$ cat src/rtl/alu_pkg.sv
// Shared ALU datapath definitions: operation encodings and the per-stage
// control flags carried alongside pipe_adder's payload.
package alu_pkg;

    localparam logic ALU_OP_ADD = 1'b0;
    localparam logic ALU_OP_SUB = 1'b1;

    // carry: carry out of the segment just computed (carry-in for the next one)
    // cMsb : carry into the segment's top bit, used for signed overflow
    typedef struct packed {
        logic valid;
        logic carry;
        logic cMsb;
    } stageFlagsT;

endpackage

$ cat src/rtl/mFulladder.sv
// Single-bit full adder cell, the ripple element of pipe_adder_seg.
module mFulladder (
    input  logic iA,
    input  logic iB,
    input  logic iC,
    output logic oSum,
    output logic oCarryout
);

    assign oSum      = iA ^ iB ^ iC;
    assign oCarryout = (iA & iB) | (iC & (iA ^ iB));

endmodule

$ cat src/rtl/pipe_adder_seg.sv
// SEG-bit combinational ripple-carry segment built from mFulladder cells.
module pipe_adder_seg #(
    parameter int SEG = 4
) (
    input  logic [SEG-1:0] iA,
    input  logic [SEG-1:0] iB,
    input  logic           iC,
    output logic [SEG-1:0] oSum,
    output logic           oCarryout,
    output logic           oC_msb
);

    logic [SEG:0] carry;

    assign carry[0] = iC;

    for (genvar i = 0; i < SEG; i++) begin : gBit
        mFulladder uFa (
            .iA        (iA[i]),
            .iB        (iB[i]),
            .iC        (carry[i]),
            .oSum      (oSum[i]),
            .oCarryout (carry[i+1])
        );
    end

    assign oCarryout = carry[SEG];
    assign oC_msb    = carry[SEG-1];

endmodule

$ cat src/rtl/pipe_adder.sv
// Pipelined ripple-carry add/subtract: one SEG-bit segment and one register per
// stage, valid/ready on both sides, empty stages fill even while later ones stall.
module pipe_adder
    import alu_pkg::*;
#(
    parameter int WIDTH  = 8,
    parameter int STAGES = 2
) (
    input  logic             iClk,
    input  logic             iRst,
    input  logic             iValid,
    output logic             oReady,
    input  logic [WIDTH-1:0] iA,
    input  logic [WIDTH-1:0] iB,
    input  logic             iC,
    input  logic             iSub,
    output logic             oValid,
    input  logic             iReady,
    output logic [WIDTH-1:0] oSum,
    output logic             oCarryout,
    output logic             oOverflow
);

    localparam int SEG = WIDTH / STAGES;

    if ((STAGES < 1) || (STAGES > WIDTH) || ((WIDTH % STAGES) != 0)) begin : gBadCfg
        $error("pipe_adder: WIDTH must be a multiple of STAGES and 1 <= STAGES <= WIDTH");
    end

    typedef struct packed {
        stageFlagsT       f;
        logic [WIDTH-1:0] a;
        logic [WIDTH-1:0] b;
        logic [WIDTH-1:0] sum;
    } payloadT;

    for (genvar k = 0; k < STAGES; k++) begin : gStage
        payloadT        src;
        payloadT        nxt;
        payloadT        q;
        logic           load;
        logic           adv;
        logic [SEG-1:0] segSum;
        logic           segCo;
        logic           segCm;

        // Stage 0 sees the ports directly: subtraction folds into ~B plus inverted carry-in.
        if (k == 0) begin : gSrc
            assign src = '{
                f:   '{valid: iValid, carry: iC ^ iSub, cMsb: 1'b0},
                a:   iA,
                b:   (iSub == ALU_OP_SUB) ? ~iB : iB,
                sum: '0
            };
        end else begin : gSrc
            assign src = gStage[k-1].q;
        end

        pipe_adder_seg #(.SEG(SEG)) uSeg (
            .iA        (src.a[k*SEG +: SEG]),
            .iB        (src.b[k*SEG +: SEG]),
            .iC        (src.f.carry),
            .oSum      (segSum),
            .oCarryout (segCo),
            .oC_msb    (segCm)
        );

        always_comb begin
            nxt                    = src;
            nxt.sum[k*SEG +: SEG]  = segSum;
            nxt.f.carry            = segCo;
            nxt.f.cMsb             = segCm;
        end

        if (k == STAGES - 1) begin : gAdv
            assign adv = q.f.valid & iReady;
        end else begin : gAdv
            assign adv = q.f.valid & gStage[k+1].load;
        end

        assign load = src.f.valid & (~q.f.valid | adv);

        always_ff @(posedge iClk) begin
            if (iRst) begin
                q <= '0;
            end else if (load) begin
                q <= nxt;
            end else if (adv) begin
                q.f.valid <= 1'b0;
            end
        end
    end

    assign oReady    = ~gStage[0].q.f.valid | gStage[0].adv;
    assign oValid    = gStage[STAGES-1].q.f.valid;
    assign oSum      = gStage[STAGES-1].q.sum;
    assign oCarryout = gStage[STAGES-1].q.f.carry;
    assign oOverflow = gStage[STAGES-1].q.f.cMsb ^ gStage[STAGES-1].q.f.carry;

endmodule

$ cat config.mk
export PLATFORM = sky130hd
export DESIGN_NAME = pipe_adder
export DESIGN_NICKNAME = d
export VERILOG_FILES = /design/src/rtl/alu_pkg.sv /design/src/rtl/mFulladder.sv /design/src/rtl/pipe_adder_seg.sv /design/src/rtl/pipe_adder.sv
export SDC_FILE = /design/constraint.sdc
export NUM_CORES = 1
export LEC_CHECK = 0
export BUFFER_PORTS_ARGS = -buffer_cell sky130_fd_sc_hd__buf_2
export CAP_MARGIN = 20
export CORE_MARGIN = 3
export CORE_UTILIZATION = 30
export DETAILED_ROUTE_END_ITERATION = 12
export SETUP_SLACK_MARGIN = 0.2
export SLEW_MARGIN = 20
export SYNTH_ARGS = -nofsm -noshare
export SYNTH_HDL_FRONTEND = slang
export SYNTH_SLANG_ARGS = --single-unit
$ cat constraint.sdc
create_clock -name iClk -period 3.1 [get_ports iClk]
set_clock_uncertainty 0.2 [all_clocks]
set_input_delay 0.31 -clock iClk [delete_from_list [all_inputs] [get_ports iClk]]
set_output_delay 0.31 -clock iClk [all_outputs]
set_load 0.1 [all_outputs]
==> impl_metrics.toml, run 1 <==
[status]
status = "completed"

[drt]
drc_errors = 0
routed_via_density = 4.76
vias = 985
final_antenna_net_count = 0
dr.first_iter.drc_count = 104
wl_per_cell_um = 12.2
wl_um = 2530
dr.pass1.iters = 4

[worst_setup_path]
cp_slowest_cell = "fa_1"
path_class = "register to register"
path_cells = "inv_1 -> fa_1 -> inv_1 -> fa_1 -> inv_1 -> fa_1 -> inv_1 -> fa_1 -> nand3_1 -> a21oi_1"
critPathMaxFanout = 2
cp_top_family = "adder cells"
cp-end-kind = "register"
cp.buffers_inverters = 4
critical_path_arrival_ps = 2410
worst_ep_required_time_ps = 3040
startpoint_type = "register"
max_stage_delay_ps = 410
setup.worst_path.start = "gStage[0].q[20]"
r2r_start = "gStage[0].q[20]"

[grt]
grt_pass1_wl_um = 4280
antenna_found_initial = 0
grt_overflow_total = 0
track_usage = 0.103
grt_max_degree = 32
first_global_vias = 927

[clocking]
cts_tree = "yes"
clk_latency_ps = 270
clock-root-buffer = "clkbuf_8"
cts_hold_buf = 0
cts-resized-gates = 0
post_cts_buffers = 0
cts.htree.levels = 1
cts_sinks = 25
clockBufferDepth = 2
clkTransAtPathRegs_ps = 90
cts_made_buffers = 3

[placement]
io_buffers = 33
placed_cell_area_um2 = 1480
place_congestion = 0.720
dpl.hpwl_um = 1840

[cells_and_area]
diodes = 0
final_cell_mix = "33 x buf_2, 25 x dfxtp_1, 19 x a21oi_1"
finalInstanceArea_um2 = 1530
num-fill-cells = 446
area_growth_pct = 12.7
drive_gt1_frac = 0.312
seqCellArea_um2 = 500
final_common_cell = "buf_2"
layout.nets = 188
multi_input_area_um2 = 694

[yosys]
synth_simple_gate_area_frac = 0.0930
synth_top_family_by_area = "compound AO/OA/AOI/OAI gates"
synth_xor_area_frac = 0.0645
syn_inst = 137
synth_fa_ha_area_frac = 0.118
synth_compound_area_frac = 0.208
synth_warnings = 0
muxShareOfSynthArea = 0.0221
synthesis.area_um2 = 1360
synth_fp_nets = 167
synth_seq_area_share = 0.368
avgSynthCellArea_um2 = 9.92
ys_types = 23
synth_seq_cells = 25

[floorplan]
die_w_um = 73.3
pin_count = 34
core_area_um2 = 4170
rows = 23
start_util = 0.326
dieArea_um2 = 5370
die_h_um = 73.3

[timing]
rsz0062_at_grt = "no"
period_needed_ps = 2470
tightest_slew_ps = 595
tns_ps = 0
setup_viol_count_final = 0
hold_viol = 0
report.final.slew_viol_count = 0
period_share = 0.796
whs_ps = 91.3
timing.fmax_mhz = 405
slew_headroom = 0.602

[pwr]
p_seq_frac = 0.488
leakage_nw = 0.633
peakVddDrop_uv = 186
intPower_uw = 496
clkPwrFrac = 0.266
p_per_area_nw_per_um2 = 482
swShare = 0.329
p_sw_uw = 243
combPwrFrac = 0.246

[hold_path]
worstHoldStart = "iA[7]"
hp-class = "primary input to register"

[job]
maxCapViolCount = 0
==> worst paths after layout <==
path / end / slack [ps] / cells past startpoint
setup / recovery: oSum[7] / 630 / 10
hold / removal: gStage[0].q[23] / 90 / 3
setup reg to reg: oSum[7] / 630 / 10
hold reg to reg: oSum[0] / 280 / 2
==> layout make-up <==
type | count | area share
inverters | 14 | 0.0343
flip-flops and latches | 25 | 0.327
repair buffers | 34 | 0.113
clock buffers | 3 | 0.0270
multi-input cells | 80 | 0.453
clock inverters | 1 | 0.00490
well taps | 50 | 0.0408
==> metal layers <==
metal	vias up	share of wire	track usage
met5	-	0	0
li1	494	-	-
met3	2	0.055	0.0287
met1	466	0.48	0.135
met2	23	0.45	0.165
met4	0	0.0099	0.0302
==> stage by stage <==
stage	std cells	total power [mW]	utilization	setup WS, ps
global route	207	0.781	0.367	460
finish	207	0.739	0.367	632
floorplan	137	0.522	-	406
detailed placement	203	0.553	0.355	403
CTS	207	0.750	0.367	615
global placement	203	0.552	0.355	423
==> state kept, by name, indices dropped and copies added, names as in the netlist <==
name       count
gStage.q      15
oSum           8
oValid         1
oCarryout      1
==> logic make-up (layout without fill, tap and decap cells) <==
logic type      Yosys count  in the layout
mux                       3              3
buf+inv                  32             52
xor+xnor                 10             10
flops                    25             25
simple gates             19             19
compound gates           40             40
fa+ha+maj                 8              8
==> cells in the mapped netlist, drive strengths merged <==
| cell type | number | share of area |
|---|---|---|
| inv | 14 | 0.039 |
| fa | 8 | 0.12 |
| nand3b | 1 | 0.0083 |
| o21ai | 7 | 0.026 |
| nand4b | 3 | 0.019 |
| xnor2 | 8 | 0.052 |
| xor2 | 2 | 0.013 |
| a311oi | 3 | 0.019 |
| a211oi | 7 | 0.053 |
| dfxtp | 25 | 0.37 |
| a21oi | 20 | 0.082 |
| nand3 | 7 | 0.026 |
| mux2i | 3 | 0.022 |
| clkbuf | 4 | 0.012 |
| and2b | 1 | 0.0074 |
| buf | 14 | 0.076 |
| o31ai | 3 | 0.028 |
| nand2b | 7 | 0.032 |
==> tightest hold or removal path, delay by kind of cell <==
kind | cells | cell delay [ps]
multiplexers | 1 | 60
buffers and inverters | 1 | 90
AND/OR/NAND/NOR | 1 | 50
==> power groups by stage <==
stage | clock (mW) | combinational (mW) | sequential (mW)
floorplan | 0 | 0.153 | 0.369
CTS | 0.204 | 0.186 | 0.361
finish | 0.197 | 0.181 | 0.361
global placement | 0 | 0.185 | 0.368
detailed placement | 0 | 0.185 | 0.368
global route | 0.216 | 0.201 | 0.364
Power figures use the tool's default switching activity.
==> run 2, diff against run 1 <==
==> constraint.sdc (replaced) <==
create_clock -name iClk -period 2.25 [get_ports iClk]
set_clock_uncertainty 0.2 [all_clocks]
set_input_delay 0.225 -clock iClk [delete_from_list [all_inputs] [get_ports iClk]]
set_output_delay 0.225 -clock iClk [all_outputs]
set_load 0.1 [all_outputs]
==> run 2 against run 1 <==
  * Clock power increased by 29%
  * Core utilization increased by 2.4 points
  * Final cell count increased by 2.4%
  * Combinational power increased by 58%
  * Count of clock-buffer cells in the layout increased by 1
  * Register-to-register slack got worse by 710 ps
  * Worst hold slack got worse by 72 ps
  * Largest power group unchanged
  * Largest cell class unchanged
  * Critical path depth unchanged
  * The run now ends with negative setup slack left
  * Total power increased by 40%
==> impl_metrics.toml, run 2 (synthesis gave the netlist of run 1 again) <==
[status]
status = "finished with violations"
violations = "negative setup slack"

[drt]
dr.first_iter.drc_count = 34
drc_errors = 0
wl_um = 2800
dr.pass1.iters = 4
routed_via_density = 4.76
vias = 1010
final_antenna_net_count = 0
wl_per_cell_um = 13.2

[cells_and_area]
area_growth_pct = 20.0
diodes = 0
final_common_cell = "buf_2"
seqCellArea_um2 = 502
drive_gt1_frac = 0.432
finalInstanceArea_um2 = 1630
largest_register = "gStage.q"
layout.nets = 193
multi_input_area_um2 = 737
final_cell_mix = "31 x buf_2, 24 x dfxtp_1, 18 x a21oi_1"
stdcell_count = 212
num-fill-cells = 410
largest_reg_flops = 15

[clocking]
cts_hold_buf = 0
cts_tree = "yes"
clkTransAtPathRegs_ps = 80
clock-root-buffer = "clkbuf_8"
cts_made_buffers = 3
cts_sinks = 25
cts.htree.levels = 1
clk_latency_ps = 260
clockBufferDepth = 2

[floorplan]
die_w_um = 73.3
die_h_um = 73.3
pin_count = 34
core_area_um2 = 4170
dieArea_um2 = 5370
start_util = 0.326
rows = 23

[job]
maxCapViolCount = 0

[pwr]
clkPwrFrac = 0.245
p_per_area_nw_per_um2 = 634
leakage_nw = 0.663
combPwrFrac = 0.276
intPower_uw = 705
p_sw_uw = 329
swShare = 0.319
p_seq_frac = 0.478
peakVddDrop_uv = 206

[grt]
grt_overflow_total = 0
grt_max_degree = 32
first_global_vias = 1007
antenna_found_initial = 0
track_usage = 0.105
grt_pass1_wl_um = 4400

[worst_setup_path]
critical_path_arrival_ps = 2260
critPathMaxFanout = 2
max_stage_delay_ps = 390
cp_slowest_cell = "fa_1"
critPathMostFrequentCell = "inv_2"
reg2regPathDepth = 10
path_cells = "inv_2 -> fa_2 -> inv_2 -> fa_2 -> inv_2 -> fa_2 -> inv_2 -> fa_1 -> nand3_2 -> a21oi_2"
startpoint_type = "register"
cp-end-kind = "register"
path_class = "register to register"
worst_ep_required_time_ps = 2180

[timing]
setup_viol_count_final = 1
period_share = 1.04
worst_slack_ps = -81.5
tightest_slew_ps = 565
report.final.slew_viol_count = 0
slew_headroom = 0.623
hold_viol = 0
timing.fmax_mhz = 429
rsz0062_at_grt = "yes"
period_needed_ps = 2330

[placement]
placed_cell_area_um2 = 1540
dp.cells = 206
dpl.hpwl_um = 2030
io_buffers = 33
place_congestion = 0.705

[hold_path]
hp-class = "primary input to register"
hold_depth = 3
## run 2: worst paths after layout
check,to,startpoint,slack [ps]
worst min register to register,oSum[5],oSum[5],280
worst max register to register,oSum[7],gStage[0].q[12],-80
worst min-delay path,gStage[0].q[23],iA[7],20
worst max-delay path,oSum[7],gStage[0].q[12],-80
## run 2: routing by layer
| layer | routed length [um] | GRT usage | up-vias |
|---|---|---|---|
| li1 | - | - | 505 |
| met1 | 1220 | 0.128 | 480 |
| met2 | 1400 | 0.178 | 21 |
| met3 | 132 | 0.0205 | 4 |
| met4 | 43 | 0.0443 | 0 |
| met5 | 0 | 0 | - |
## run 2: final cells by class
| class | count | area share |
|---|---|---|
| flip-flops and latches | 25 | 0.308 |
| multi-input cells | 80 | 0.452 |
| well taps | 50 | 0.0384 |
| clock buffers | 4 | 0.0276 |
| repair buffers | 39 | 0.142 |
| inverters | 14 | 0.0322 |
## run 2: critical path, delay by kind of cell, from the launching register on
family	cells	cell delay, ps
AO/OA/AOI/OAI	1	60
adder cells (fa/ha/maj)	4	1310
buffers and inverters	4	210
flip-flops	1	340
AND/OR/NAND/NOR	1	80
## run 2: what timing repair did
action / 4_1_cts / 5_1_grt
setup endpoints to repair: 4 / 4
pin swaps: 2 / 1
resized for setup: 5 / 3
setup buffers: 1 / 1
## run 2: per-stage QoR
step | TNS, ps | worst slack (ps) | total power [mW] | hold slack, ps | util
finish | -81.5 | -81.5 | 1.03 | 19.8 | 0.391
global route | -170 | -164 | 1.10 | 32.2 | 0.391
CTS | -66.2 | -66.2 | 1.04 | 16.4 | 0.386
detailed placement | -361 | -261 | 0.782 | 273 | 0.369
global placement | -309 | -226 | 0.776 | 263 | 0.369
floorplan | -237 | -153 | 0.733 | 180 | -
## run 2: power groups by stage
| stage | Clock [mW] | Sequential [mW] | Combinational (mW) |
|---|---|---|---|
| after detailed placement | 0 | 0.505 | 0.277 |
| after global placement | 0 | 0.503 | 0.273 |
| after CTS | 0.264 | 0.495 | 0.285 |
| final | 0.254 | 0.495 | 0.286 |
| after global routing | 0.286 | 0.498 | 0.312 |
| after floorplan | 0 | 0.509 | 0.224 |
==> run 3, diff against run 2 <==
--- a/config.mk
+++ b/config.mk
@@ -8,8 +8,9 @@
 export BUFFER_PORTS_ARGS = -buffer_cell sky130_fd_sc_hd__buf_2
 export CAP_MARGIN = 20
 export CORE_MARGIN = 3
-export CORE_UTILIZATION = 30
+export CORE_UTILIZATION = 41
 export DETAILED_ROUTE_END_ITERATION = 12
+export PLACE_DENSITY = 0.67
 export SETUP_SLACK_MARGIN = 0.2
 export SLEW_MARGIN = 20
 export SYNTH_ARGS = -nofsm -noshare
==> run 3 against run 2 <==
  * The run still ends with negative setup slack left
  * Routed wire length shrank 6.4%
  * Worst hold slack got worse by 7.8 ps
  * Via count increased by 3.5%
  * Combinational power is 2% higher
  * Global-route usage increased by 3.9 points
  * Critical path depth did not move
  * Maximum frequency grew 0.26%
  * Critical path type unchanged
  * Largest cell class unchanged
==> impl_metrics.toml, run 3 (synthesis gave the netlist of run 1 again) <==
[floorplan]
dieArea_um2 = 4040
rows = 20
start_util = 0.438
die_h_um = 63.6
pin_count = 34
core_area_um2 = 3100
die_w_um = 63.6

[worst_setup_path]
critPathMaxFanout = 2
critical_path_arrival_ps = 2330
setup.worst_path.start = "gStage[0].q[12]"
path_class = "register to register"
worst_ep_required_time_ps = 2250
startpoint_type = "register"
cp-end-kind = "register"
r2r_start = "gStage[0].q[12]"

[grt]
first_global_vias = 1031
grt_max_degree = 32
track_usage = 0.144
busiest_layer = "met2"
antenna_found_initial = 0
grt_util_met1 = 0.191
use_met3 = 0.0481
grt_overflow_total = 0
use_met2 = 0.231
grt_pass1_wl_um = 4660

[drt]
wl_per_cell_um = 12.4
dr.pass1.iters = 4
vias = 1045
wl_um = 2620
drc_errors = 0
dr.first_iter.drc_count = 46
routed_via_density = 4.95
final_antenna_net_count = 0

[timing]
worst_slack_ps = -75.5
slew_headroom = 0.609
timing.fmax_mhz = 430
period_needed_ps = 2330
hold_viol = 0
report.final.slew_viol_count = 0
rsz0062_at_grt = "yes"
setup_viol_count_final = 1
period_share = 1.03
tightest_slew_ps = 586

[clocking]
cts.htree.levels = 1
cts_tree = "yes"
cts_sinks = 25
clkTransAtPathRegs_ps = 130
cts_made_buffers = 3
clockBufferDepth = 2
clk_latency_ps = 320
clock-root-buffer = "clkbuf_4"

[cells_and_area]
area_growth_pct = 23.3
largest_reg_flops = 15
num-fill-cells = 299
layout.nets = 198
largest_register = "gStage.q"
drive_gt1_frac = 0.449
finalInstanceArea_um2 = 1680
stdcell_count = 211
final_common_cell = "buf_2"
diodes = 0
final_cell_mix = "30 x buf_2, 23 x dfxtp_1, 18 x a21oi_1"

[job]
maxCapViolCount = 0

[pwr]
leakage_nw = 0.685
p_per_area_nw_per_um2 = 591
peakVddDrop_uv = 398

[placement]
io_buffers = 33
place_congestion = 0.768
dpl.hpwl_um = 1890
placed_cell_area_um2 = 1540
dp.cells = 201

[hold_path]
worstHoldStart = "iB[4]"
hp-class = "primary input to register"

[status]
violations = "negative setup slack"
status = "finished with violations"
run 3: repair_timing:
| item | CTS | global route |
|---|---|---|
| hold buffers | 4 | 0 |
| pin swaps | 2 | 3 |
| resized for setup | 5 | 8 |
| endpoints found under the setup margin | 4 | 6 |
| endpoints found under the hold margin | 4 | 0 |
| setup buffers | 1 | 1 |
run 3: per-layer routing:
layer,vias to the layer above,part of all wire
met5,-,0
met1,491,0.45
met3,4,0.061
li1,516,-
met2,34,0.48
met4,0,0.015
run 3: path summary, 6_finish.rpt:
path / to / slack (ps) / depth (start not counted)
worst max register to register: oSum[7] / -80 / 10
worst min-delay path: gStage[0].q[12] / 10 / 3
worst min register to register: oSum[3] / 280 / 2
worst max-delay path: oSum[7] / -80 / 10
run 3: final cells by class:
type                            instances  area, um2  share of cell area
Timing Repair Buffer                   44        284               0.170
Sequential cell                        25        503               0.300
Tap cell                               44       55.1              0.0329
Inverter                               14       52.6              0.0314
Multi-Input combinational cell         80        751               0.448
Clock buffer                            3       22.5              0.0134
Clock inverter                          1       7.51             0.00448
run 3: where the power goes:
part	switching (mW)	internal [mW]
Clock	0.133	0.0679
Combinational	0.182	0.110
Sequential	0.0205	0.476
Total	0.336	0.654
run 3: worst max-delay path: stages, from the launching register on:
cell,delay (ps)
dfxtp_2,360
inv_2,40
fa_2,370
inv_2,60
fa_2,180
inv_2,40
fa_2,360
inv_2,70
fa_1,390
nand3_2,80
a21oi_2,60
run 3: metrics by stage:
stage	setup slack (ps)	hold WS, ps	utilization	TNS, ps	power, mW
floorplan	-153	180	-	-237	0.733
global placement	-222	263	0.496	-292	0.777
detailed placement	-261	268	0.496	-379	0.784
CTS	-74.3	5.23	0.527	-74.3	0.996
global route	-156	3.78	0.540	-192	1.06
finish	-75.5	12.0	0.540	-75.5	0.990
